`src/rtl/pc_fetch_sequencer.sv`:
```
// pc_fetch_sequencer: fetch -> execute -> PC-update controller with misaligned-jump and fetch-timeout traps
module pc_fetch_sequencer #(
    parameter int TIMEOUT_CYCLES = 16
) (
    input  logic        i_clk,
    input  logic        i_rst_n,
    input  logic        i_run,
    input  logic [31:0] i_pc,
    output logic        o_mem_req,
    output logic [31:0] o_mem_addr,
    input  logic        i_mem_ack,
    input  logic [31:0] i_mem_rdata,
    output logic [31:0] o_instr,
    output logic        o_instr_valid,
    input  logic        i_exec_done,
    input  logic        i_branch_taken,
    input  logic [31:0] i_branch_target,
    output logic        o_load_PC,
    output logic        o_jump_DV,
    output logic [31:0] o_jump_address,
    output logic        o_fault,
    output logic [1:0]  o_fault_code,
    output logic [2:0]  o_state
);
    localparam int TW = TIMEOUT_CYCLES > 0 ? $clog2(TIMEOUT_CYCLES + 1) : 1;
    typedef enum logic [2:0] {IDLE = 3'd0, FETCH = 3'd1, EXEC = 3'd2, UPDATE = 3'd3, FAULT = 3'd4} state_t;
    state_t        state;
    logic [TW-1:0] timer;
    logic          taken_r;
    logic [31:0]   target_r;
    always_ff @(posedge i_clk or negedge i_rst_n) begin
        if (!i_rst_n) begin
            state         <= IDLE;
            timer         <= '0;
            taken_r       <= 1'b0;
            target_r      <= '0;
            o_instr       <= '0;
            o_instr_valid <= 1'b0;
            o_fault_code  <= 2'b00;
        end else begin
            o_instr_valid <= 1'b0;
            case (state)
                IDLE: if (i_run) begin
                    state <= FETCH;
                    timer <= '0;
                end
                FETCH: if (i_mem_ack) begin
                    o_instr       <= i_mem_rdata;
                    o_instr_valid <= 1'b1;
                    timer         <= '0;
                    state         <= EXEC;
                end else if (TIMEOUT_CYCLES != 0 && timer == TW'(TIMEOUT_CYCLES - 1)) begin
                    state        <= FAULT;
                    o_fault_code <= 2'b10;
                end else begin
                    timer <= timer + 1'b1;
                end
                EXEC: if (i_exec_done) begin
                    taken_r  <= i_branch_taken;
                    target_r <= i_branch_target;
                    if (i_branch_taken && i_branch_target[1:0] != 2'b00) begin
                        state        <= FAULT;
                        o_fault_code <= 2'b01;
                    end else begin
                        state <= UPDATE;
                    end
                end
                UPDATE: begin
                    state <= i_run ? FETCH : IDLE;
                    timer <= '0;
                end
                default: state <= FAULT;
            endcase
        end
    end
    // Outputs decode straight from the state register so an async reset drops them at once.
    assign o_mem_req      = state == FETCH;
    assign o_mem_addr     = o_mem_req ? i_pc : 32'h0;
    assign o_load_PC      = state == UPDATE;
    assign o_jump_DV      = o_load_PC & taken_r;
    assign o_jump_address = o_load_PC ? target_r : 32'h0;
    assign o_fault        = state == FAULT;
    assign o_state        = state;
endmodule
```
`config.mk`:
```
export PLATFORM = sky130hd
export DESIGN_NAME = pc_fetch_sequencer
export DESIGN_NICKNAME = d
export VERILOG_FILES = /design/src/rtl/pc_fetch_sequencer.sv
export SDC_FILE = /design/constraint.sdc
export NUM_CORES = 1
export LEC_CHECK = 0
export CORE_MARGIN = 1
export CORE_UTILIZATION = 35
export CTS_BUF_LIST = sky130_fd_sc_hd__clkbuf_4 sky130_fd_sc_hd__clkbuf_8
export DETAILED_ROUTE_END_ITERATION = 10
export PLACE_DENSITY = 0.73
export SLEW_MARGIN = 40
export SYNTH_ARGS = -nofsm -noshare
export SYNTH_HDL_FRONTEND = slang
export SYNTH_SLANG_ARGS = --single-unit
```
`constraint.sdc`:
```
create_clock -name i_clk -period 4.9 [get_ports i_clk]
set_input_delay 0.98 -clock i_clk [delete_from_list [all_inputs] [get_ports i_clk]]
set_output_delay 0.98 -clock i_clk [all_outputs]
set_load 0.01 [all_outputs]
```
Yosys cells after proc, flatten, opt, wreduce, memory -nomap -nowiden --
Index checks and enable logic that the tools add are counted.
Operators by class: reduce and logical (&&, ||, !) cells 10, bitwise logic cells 1, equal/unequal tests 12, $add $sub $neg 1, multiplexer cells 20
Operator list (count):
- two-way mux 32 bit | 2
- two-way mux 3 bit | 5
- two-way mux 5 bit | 3
- one-hot mux 5 bit (3 select lines) | 1
- one-hot mux 3 bit (4 select lines) | 1
- two-way mux 2 bit | 4
- != test 2 bit (second input constant) | 4
- == test 3 x 2 -> 1 bit (second input constant) | 2
- AND reduction 3 bit | 2
- adder 5 x 1 -> 5 bit (second input constant) | 1
- == test 5 x 4 -> 1 bit (second input constant) | 1
- AND reduction 5 bit | 1
- one-hot mux 2 bit (2 select lines) | 1
- AND reduction 2 bit | 2
- nonzero test 2 bit | 2
- == test 3 x 1 -> 1 bit (second input constant) | 1
- == test 3 bit (second input constant) | 1
- logical NOT 3 bit | 1
- two-way mux 1 bit | 3
- != test 3 x 1 -> 1 bit (second input constant) | 1
- != test 3 bit (second input constant) | 1
- nonzero test 3 bit | 1
- != test 2 x 1 -> 1 bit (second input constant) | 1
- bitwise AND 1 bit | 1
- logical AND 1 bit | 1
Storage, ports and cells: register bits after elaboration 76, logic and storage cells 51, output and inout bits 106, bits of input ports 102

Logic depth before layout (Yosys ltp) --
Gate-level depths: netlist of the first run.
depth after elaboration 5, gate-level depth with buffers 7, gate-level depth less buffers 7

Least setup slack after synthesis of the first run --
Ideal clock, no wire load.
path kind reg2out, start point register state[2], in the netlist o_state[2], end point output o_jump_address[22], required time 3920 ps, setup slack 2541 ps, data arrival time 1379 ps, cell stages (with the launch flop) 6, buffers on the path 2, cell sequence dfrtp_1 > inv_1 > and3_1 > clkbuf_1 > clkbuf_1 > and2_1
On the way: longest elaborated chain between the ends 2
RTL lines:
- start: declaration | line 27 | state_t state;
- start signal: assignment | line 69 | state <= i_run ? FETCH : IDLE;
- == test 3 x 2 -> 1 bit | line 79 | assign o_load_PC = state == UPDATE;
- named net o_load_PC | line 18 | output logic o_load_PC,
- two-way mux 32 bit | line 81 | assign o_jump_address = o_load_PC ? target_r : 32'h0;
- end: declaration | line 20 | output logic [31:0] o_jump_address,
The timed path passes the listed nets, and every way through them passes these cells.

Final worst setup path of the first run --
start point register state[0], in the netlist o_state[0], end point output o_mem_addr[5]
On the way: longest elaborated chain between the ends 2
RTL lines:
- == test 3 x 1 -> 1 bit | line 77 | assign o_mem_req = state == FETCH;
- two-way mux 32 bit | line 78 | assign o_mem_addr = o_mem_req ? i_pc : 32'h0;
- end: declaration | line 10 | output logic [31:0] o_mem_addr,
Every way passes these cells.

==> reports/results.ini, run 1 <==
[routing]
drtAntennaViolNets = 0
drc = 0
first_iter_violations = 46
vias = 2781
drt-pass1-iter-count = 4
wl_um = 9150
vias_per_cell = 4.537
wl_per_cell_um = 14.93

[sta]
holdWs_ps = 486.6
max_slew_margin = 0.5286
fin_crit_sh = 0.6729
rsz0062_at_grt = no
setup_viol = 0
worst_pin_slew_ps = 707.1
hold_viol = 0
min_period_ps = 3297
fmax_ghz = 0.3033
finClkSkew_ps = 9.213
finalMaxSlewViolations = 0
worst_slack_ps = 1603
tns_ps = 0

[synth]
synth_cell_types = 32
syn_area_per_cell_um2 = 12.83
synth-seq-cells = 76
synth-seq-area-share = 0.5429
yosysTopAreaCellShare = 0.5429
mappedNetlistArea_um2 = 3503
async_reset_ff_frac = 1.000
synth_warnings = 0
synth.largest_area_cell = dfrtp_1
ys.flop_type = dfrtp_1
synth_area_leaders = dfrtp_1 (54%), mux2_2 (21%), and2_1 (12%)
synthCells = 273
synth_edf_count = 0
syn_nets = 377

[hold_path]
hp-class = flop to flop
hold_path_startpoint = timer[4]$_DFFE_PN0P_
hold_end = timer[4]$_DFFE_PN0P_
whs_path_depth = 2

[finish]
nFillCells = 808
nNetsFinal = 580
drive_gt1_frac = 0.1875
final_common_cell = clkdlybuf4s50_1
area_growth_pct = 67.32
n_antenna_cell = 0
most-common-layout-cells = clkdlybuf4s50_1 (206), dfrtp_1 (76), and2_1 (66), mux2_2 (66), clkbuf_8 (11)
multi_input_area_um2 = 1466
stdcell_area_um2 = 5862
regArea_um2 = 1902

[setup_path]
path_max_fanout = 20
crit_type = flop to output port
end_kind = output port
rr_worst_depth = 4
r2r-end = o_instr[26]$_DFFE_PN0P_
r2r-start = o_state[0]$_DFFE_PN0P_
critPathSlowestCell = clkdlybuf4s50_1
cpPeakStageDelay_ps = 550
cp.arrival_ps = 2320
worstPathRequired_ps = 3920
r2r_slack_ps = 2720
worstSetupStartpointType = flop
crit_chain = nor3b_4 -> buf_6 -> and2_1 -> clkdlybuf4s50_1

[floorplan]
dieWidth_um = 102.0
num_rows = 36
io_pins = 208
start_util = 0.3601
die_h_um = 102.0
core_um2 = 9729
die_area_um2 = 10410

[clock_network]
clkSlewWorstSetupHoldPaths_ps = 80
holdBufCountCts = 0
clkSinkCount = 76
clkLatencyLatePin_ps = 340
numCtsBuffers = 9
cts_max_path_buffers = 2
cts_resized = 0
htreeDepth = 3
root_buffer = clkbuf_8
post_cts_buffers = 0
cts_tree = yes

[grt]
grt_pass1_wl_um = 14120
antenna_found_initial = 0
gr-total-overflow = 0
first_global_vias = 2873
grt_usage = 0.1771
grt_max_degree = 77

[placement]
dpl_worst_slack_ps = 1737
hpwl_um = 6821
io_buffers = 207
place_area_um2 = 5627
place_congestion = 0.8176

[outcome]
outcome = complete, no violations

[pwr]
leakage_uw = 0.002555
power_density_nw_per_um2 = 220.2
ir_drop_mv = 0.1638

[flow_run]
cap_violations = 0

-- final cells by class --
cell class	instances	share of cell area
Clock buffer	11	0.02583
Multi-Input combinational cell	177	0.2502
Timing Repair Buffer	209	0.3569
Sequential cell	76	0.3244
Inverter	3	0.001921
Clock inverter	4	0.01238
Tap cell	133	0.02839
-- sequential cells by signal (all words and copies together), names as in the netlist --
| name | cells |
|---|---|
| o_instr_valid | 1 |
| o_fault_code | 2 |
| target_r | 32 |
| o_instr | 32 |
| o_state | 3 |
| taken_r | 1 |
| timer | 5 |
-- cell usage after synthesis, types with 2 or more instances --
| library cell | number |
|---|---|
| dfrtp_1 | 76 |
| and2_1 | 66 |
| mux2_2 | 66 |
| buf_6 | 7 |
| clkbuf_1 | 7 |
| nor2_1 | 6 |
| o21ai_0 | 6 |
| nand2_1 | 5 |
| inv_1 | 3 |
| nor2b_1 | 3 |
| a21oi_1 | 2 |
| and3_1 | 2 |
| buf_4 | 2 |
| ha_1 | 2 |
| nand3_1 | 2 |
| o22ai_1 | 2 |
-- routing by layer --
layer  vias up  global-route usage  wire (µm)
met5         -                   0          0
met4         0             0.06374        160
met3        16             0.08345        880
met2       112              0.2716       4219
met1      1330              0.2183       3890
li1       1323                   -          -
-- worst max-delay path: cells and delay by family, from the launching register on --
kind / cells / cell delay [ps]
buf+inv: 2 / 780
flops: 1 / 520
simple gates: 2 / 670
-- where the power goes --
part / leakage (µW) / total, µW / switching [µW] / internal [µW]
Combinational: 0.00142 / 110 / 27.9 / 81.8
Clock: 0.000111 / 534 / 223 / 311
Sequential: 0.00102 / 647 / 5.75 / 641
Total: 0.00256 / 1290 / 257 / 1030
-- per-stage QoR --
step                  util  power [µW]  cells
floorplan                -       672.9    273
global placement    0.5778       767.2    597
detailed placement  0.5783       770.4    597
CTS                 0.6013        1312    612
global route        0.6025        1343    613
finish              0.6025        1291    613
-- cells by family after synthesis --
family | count (synthesis) | synth area share
muxes | 66 | 0.2121
and+or+nand+nor | 92 | 0.1671
AOI/OAI and AO/OA | 17 | 0.03179
DFF | 76 | 0.5429
adders and majority gates | 2 | 0.007142
buffers and inverters | 20 | 0.03893
-- worst max-delay path by stage --
stage	depth (start not counted)	slack (ps)	endpoint	start
3_5_place_dp	3	1740	o_mem_addr[1]	o_state[0]$_DFFE_PN0P_
4_1_cts	3	1360	o_mem_addr[5]	o_state[0]$_DFFE_PN0P_
6_report	4	1600	o_mem_addr[5]	o_state[0]$_DFFE_PN0P_
3_3_place_gp	4	1720	o_jump_address[31]	o_state[2]$_DFFE_PN0P_
2_1_floorplan	5	2540	o_jump_address[22]	o_state[2]$_DFFE_PN0P_
5_1_grt	4	1430	o_mem_addr[9]	o_state[0]$_DFFE_PN0P_
Power figures use the tool's default switching activity.
==> run 2, diff against run 1 <==
Clock period 4.9 ns to 3.2 ns, I/O delays scaled along.
==> reports/results.ini, run 2 (same netlist as run 1, synthesis figures left out) <==
[outcome]
outcome = complete, no violations

[sta]
fin_crit_sh = 0.8690
finClkSkew_ps = 9.501  ; +0.2873 ps
tns_ps = 0  ; unchanged
holdWs_ps = 306.0  ; -180.6 ps
max_slew_margin = 0.5413  ; +0.01272
rsz0062_at_grt = no
setup_viol = 0  ; unchanged
fmax_ghz = 0.3596
hold_viol = 0  ; unchanged
min_period_ps = 2781
worst_pin_slew_ps = 688.0  ; -19.07 ps
finalMaxSlewViolations = 0  ; unchanged

[routing]
first_iter_violations = 79  ; +72%
vias = 2764  ; -0.61%
vias_per_cell = 4.494  ; -0.93%
wl_um = 8974  ; -1.9%
drc = 0  ; unchanged
drtAntennaViolNets = 0  ; unchanged
drt-pass1-iter-count = 4  ; unchanged
wl_per_cell_um = 14.59  ; -2.2%

[floorplan]
dieWidth_um = 102.0  ; unchanged
start_util = 0.3601  ; unchanged
core_um2 = 9729  ; unchanged
die_h_um = 102.0  ; unchanged
io_pins = 208  ; unchanged
die_area_um2 = 10410  ; unchanged
num_rows = 36  ; unchanged

[clock_network]
clkSlewWorstSetupHoldPaths_ps = 80  ; about the same
post_cts_buffers = 0  ; unchanged
numCtsBuffers = 9  ; unchanged
root_buffer = clkbuf_8
clkLatencyLatePin_ps = 340  ; about the same
holdBufCountCts = 0  ; unchanged
cts_resized = 0  ; unchanged
cts_max_path_buffers = 2  ; unchanged
clkSinkCount = 76  ; unchanged
cts_tree = yes
htreeDepth = 3  ; unchanged

[pwr]
finalPower_uw = 1898  ; +47%
power_density_nw_per_um2 = 325.0  ; +48%
leakage_uw = 0.002542  ; -0.51%
ir_drop_mv = 0.2536  ; +55%

[finish]
nFillCells = 838  ; +3.7%
final_common_cell = clkdlybuf4s50_1
n_antenna_cell = 0  ; unchanged
nNetsFinal = 581  ; +0.17%
drive_gt1_frac = 0.1888  ; +0.001297
top_regs = o_instr: 32 flops, target_r: 32 flops, timer: 5 flops
area_growth_pct = 66.71
most-common-layout-cells = clkdlybuf4s50_1 (206), dfrtp_1 (76), and2_1 (66), mux2_2 (66), clkbuf_8 (9)

[placement]
io_buffers = 207  ; unchanged
hpwl_um = 6669  ; -2.2%
place_congestion = 0.8027  ; -1.8%

[grt]
grt_usage = 0.1768  ; -0.0002773
grt_util_met3 = 0.07866  ; -0.004788
grt_pass1_wl_um = 14050  ; -0.54%
grt-busiest-layer = met2
gr-total-overflow = 0  ; unchanged
first_global_vias = 2762  ; -3.9%
use_met2 = 0.2726  ; +0.001033
met1_usage = 0.2213  ; +0.003027
antenna_found_initial = 0  ; unchanged
grt_max_degree = 77  ; unchanged

[hold_path]
hp-class = input pin to asynchronous set/reset pin

[setup_path]
crit_type = flop to output port
path_max_fanout = 34  ; +70%
worstSetupStartpointType = flop
cp.arrival_ps = 2140  ; -180 ps
worstPathRequired_ps = 2560  ; -1360 ps
end_kind = output port

[flow_run]
cap_violations = 0  ; unchanged

run 2: changes by cell type in the layout (fill, tap and decap cells not counted):
| cell | delta |
|---|---|
| bufinv_16 | -1 |
| clkbuf_4 | +2 |
| and3_1 | +1 |
| clkbuf_8 | -2 |
| buf_4 | +2 |
| clkinvlp_4 | +2 |
| clkinv_2 | -1 |
| and3_2 | -1 |
| inv_6 | +1 |
| buf_6 | -1 |
run 2: cell type report:
| class | count | area (µm²) | share of cell area |
|---|---|---|---|
| timing repair buffer | 210 | 2096 | 0.3588 |
| sequential | 76 | 1902 | 0.3256 |
| multi-input combinational | 177 | 1465 | 0.2509 |
| tap | 133 | 166.4 | 0.02849 |
| clock buffer | 11 | 138.9 | 0.02378 |
| clock inverter | 5 | 61.31 | 0.01050 |
| inverter | 3 | 11.26 | 0.001928 |
run 2: layer usage:
layer	wire, µm	up-vias
li1	-	1324
met1	3781	1322
met2	4251	107
met3	849	11
met4	92	0
met5	0	-
run 2: critical path, stage by stage (launching register included):
cell and delay, ps:
dfrtp_1 460, inv_1 160, and3_1 170, buf_4 270
and2_1 170, clkdlybuf4s50_1 550
run 2: through the flow:
step / instances / utilization / worst slack (ps) / instance area [µm²]
2_1_floorplan: 273 / - / 1181 / 3503
3_3_place_gp: 599 / 0.5793 / 774.3 / 5637
3_5_place_dp: 599 / 0.5797 / 777.7 / 5640
4_1_cts: 615 / 0.6003 / 393.9 / 5841
5_1_grt: 615 / 0.6003 / 254.4 / 5841
6_report: 615 / 0.6003 / 419.3 / 5841
run 2: report_power, final:
| part | leakage, µW | internal [µW] | switching [µW] |
|---|---|---|---|
| Clock | 0.0000930 | 381 | 360 |
| Sequential | 0.00102 | 981 | 8.87 |
| Combinational | 0.00143 | 125 | 41.9 |
run 2: worst paths after layout:
path | from | end | slack [ps] | depth (start not counted)
worst max-delay path | o_state[2]$_DFFE_PN0P_ | o_jump_address[16] | 420 | 5
worst min-delay path | i_rst_n | o_state[2]$_DFFE_PN0P_ | 310 | 1
worst min register to register | timer[3]$_DFFE_PN0P_ | timer[3]$_DFFE_PN0P_ | 480 | 1
worst max register to register | o_state[0]$_DFFE_PN0P_ | o_instr[13]$_DFFE_PN0P_ | 1050 | 5
max in group asynchronous | i_rst_n | o_instr[16]$_DFFE_PN0P_ | 2410 | 1
min in group i_clk | timer[3]$_DFFE_PN0P_ | timer[3]$_DFFE_PN0P_ | 480 | 1
==> run 3, diff against run 2 <==
Settings changed: CORE_ASPECT_RATIO from default to 1.5, HOLD_SLACK_MARGIN from default to 0.15.
==> reports/results.ini, run 3 (same netlist as run 1, synthesis figures left out) <==
[routing]
drc = 0  ; unchanged
first_iter_violations = 56  ; -29%
vias_per_cell = 4.604  ; +2.4%
vias = 2744  ; -0.72%
drt-pass1-iter-count = 2  ; -2
drtAntennaViolNets = 0  ; unchanged
wl_per_cell_um = 15.24  ; +4.5%
wl_um = 9084  ; +1.2%

[setup_path]
cpPeakStageDelay_ps = 540  ; about the same
worstSetupStartpointType = flop
path_max_fanout = 34  ; unchanged
cp.arrival_ps = 2110  ; -30 ps
crit_type = flop to output port
critPathSlowestCell = clkdlybuf4s50_1
worstPathRequired_ps = 2560  ; about the same
end_kind = output port
crit_chain = inv_1 -> and3_1 -> buf_4 -> and2_1 -> clkdlybuf4s50_1

[finish]
area_growth_pct = 65.93
regArea_um2 = 1902  ; unchanged
nFillCells = 826  ; -1.4%
stdcell_area_um2 = 5813  ; -0.47%
multi_input_area_um2 = 1465  ; unchanged
n_antenna_cell = 0  ; unchanged
nNetsFinal = 581  ; unchanged
final_common_cell = clkdlybuf4s50_1
top_regs = o_instr: 32 flops, target_r: 32 flops, timer: 5 flops
most-common-layout-cells = clkdlybuf4s50_1 (206), dfrtp_1 (76), and2_1 (66), mux2_2 (66), clkbuf_8 (10)
drive_gt1_frac = 0.1871  ; -0.001686

[clock_network]
clkSinkCount = 76  ; unchanged
root_buffer = clkbuf_8
cts_max_path_buffers = 2  ; unchanged
clkLatencyLatePin_ps = 340  ; about the same
htreeDepth = 3  ; unchanged
clkSlewWorstSetupHoldPaths_ps = 70  ; about the same
holdBufCountCts = 0  ; unchanged
cts_resized = 0  ; unchanged
post_cts_buffers = 0  ; unchanged
cts_tree = yes
numCtsBuffers = 9  ; unchanged

[placement]
place_area_um2 = 5618  ; -0.40%
place_congestion = 0.8005  ; -0.27%
io_buffers = 207  ; unchanged
hpwl_um = 6817  ; +2.2%

[floorplan]
die_area_um2 = 10420  ; about the same
num_rows = 44  ; +22%
die_h_um = 124.5  ; +22%
dieWidth_um = 83.69  ; -18%
io_pins = 208  ; unchanged
start_util = 0.3616  ; +0.001488
core_um2 = 9689  ; -0.41%

[pwr]
p_clk_frac = 0.386  ; -0.004
p_int_uw = 1510  ; +1.5%
power_density_nw_per_um2 = 324.7  ; about the same
power.switching_uw = 377.3  ; -8.2%
ir_drop_mv = 0.2698  ; +6.4%
seqPwrFrac = 0.525  ; +0.003
p_sw_frac = 0.1999  ; -0.01654
pwr-share-comb = 0.089  ; about the same
leakage_uw = 0.002553  ; +0.42%

[sta]
fmax_ghz = 0.3635  ; +1.1%
fin_crit_sh = 0.8597  ; -0.009220
worst_pin_slew_ps = 684.2  ; -3.814 ps
tns_ps = 0  ; unchanged
finalMaxSlewViolations = 0  ; unchanged
hold_viol = 0  ; unchanged
setup_viol = 0  ; unchanged
min_period_ps = 2751  ; -29.51 ps
finClkSkew_ps = 7.503  ; -1.998 ps
rsz0062_at_grt = no
max_slew_margin = 0.5439  ; +0.002543

[grt]
met1_usage = 0.2184  ; -0.002857
grt_pass1_wl_um = 14410  ; +2.6%
grt_max_degree = 77  ; unchanged
gr-total-overflow = 0  ; unchanged
use_met2 = 0.2984  ; +0.02584
grt_util_met3 = 0.04506  ; -0.03360
first_global_vias = 2757  ; -0.18%
grt_usage = 0.1772  ; +0.0004067
grt-busiest-layer = met2
antenna_found_initial = 0  ; unchanged

[hold_path]
hp-class = input pin to asynchronous set/reset pin

[flow_run]
cap_violations = 0  ; unchanged

[outcome]
outcome = complete, no violations

## run 3: changes by cell type in the layout (fill, tap and decap cells not counted), sizes merged
cell      previous run  this run
clkbuf              11        13
clkinvlp             3         0
inv                  4         3
clkinv               0         1
## run 3: path summary, 6_finish.rpt
path / start / end / slack, ps / cells after the start
max in group asynchronous: i_rst_n / target_r[6]$_DFFE_PN0P_ / 2410 / 1
max: o_state[2]$_DFFE_PN0P_ / o_jump_address[3] / 450 / 5
min in group i_clk: timer[4]$_DFFE_PN0P_ / timer[4]$_DFFE_PN0P_ / 490 / 2
min reg2reg: timer[4]$_DFFE_PN0P_ / timer[4]$_DFFE_PN0P_ / 490 / 2
max reg2reg: o_state[0]$_DFFE_PN0P_ / o_instr[13]$_DFFE_PN0P_ / 1080 / 5
min: i_rst_n / o_instr[2]$_DFFE_PN0P_ / 320 / 1
## run 3: worst max-delay path: cells and delay by family (launching register included)
kind	cells	cell delay [ps]
buffers and inverters	3	970
flip-flops	1	450
AND/OR/NAND/NOR	2	350
## run 3: area by class of cell
class / count / share of cell area
Clock inverter: 2 / 0.006027
Multi-Input combinational cell: 177 / 0.2520
Sequential cell: 76 / 0.3272
Tap cell: 115 / 0.02475
Timing Repair Buffer: 210 / 0.3605
Inverter: 3 / 0.001937
Clock buffer: 13 / 0.02755
## run 3: power groups by stage
stage          registers (µW)  logic, µW  clock network (µW)
2_1_floorplan            1010       22.9                   0
4_1_cts                   991        172                 761
5_1_grt                   994        182                 807
3_5_place_dp             1010        170                   0
6_report                  991        168                 728
3_3_place_gp             1010        166                   0
## run 3: metal layers
layer  vias up  wire, µm
met2        90      4762
li1       1329         -
met3        15       465
met1      1310      3683
met4         0       172
met5         -         0
## run 3: metrics by stage
step / setup WS, ps / total power, µW / utilization / hold WS (ps) / instances
after floorplan: 1181 / 1030 / - / 344.4 / 273
after global placement: 754.8 / 1175 / 0.5794 / 459.9 / 581
after detailed placement: 753.4 / 1180 / 0.5798 / 471.0 / 581
after CTS: 403.8 / 1924 / 0.5999 / 336.4 / 596
after global routing: 294.0 / 1984 / 0.5999 / 371.5 / 596
final: 448.8 / 1887 / 0.5999 / 321.6 / 596
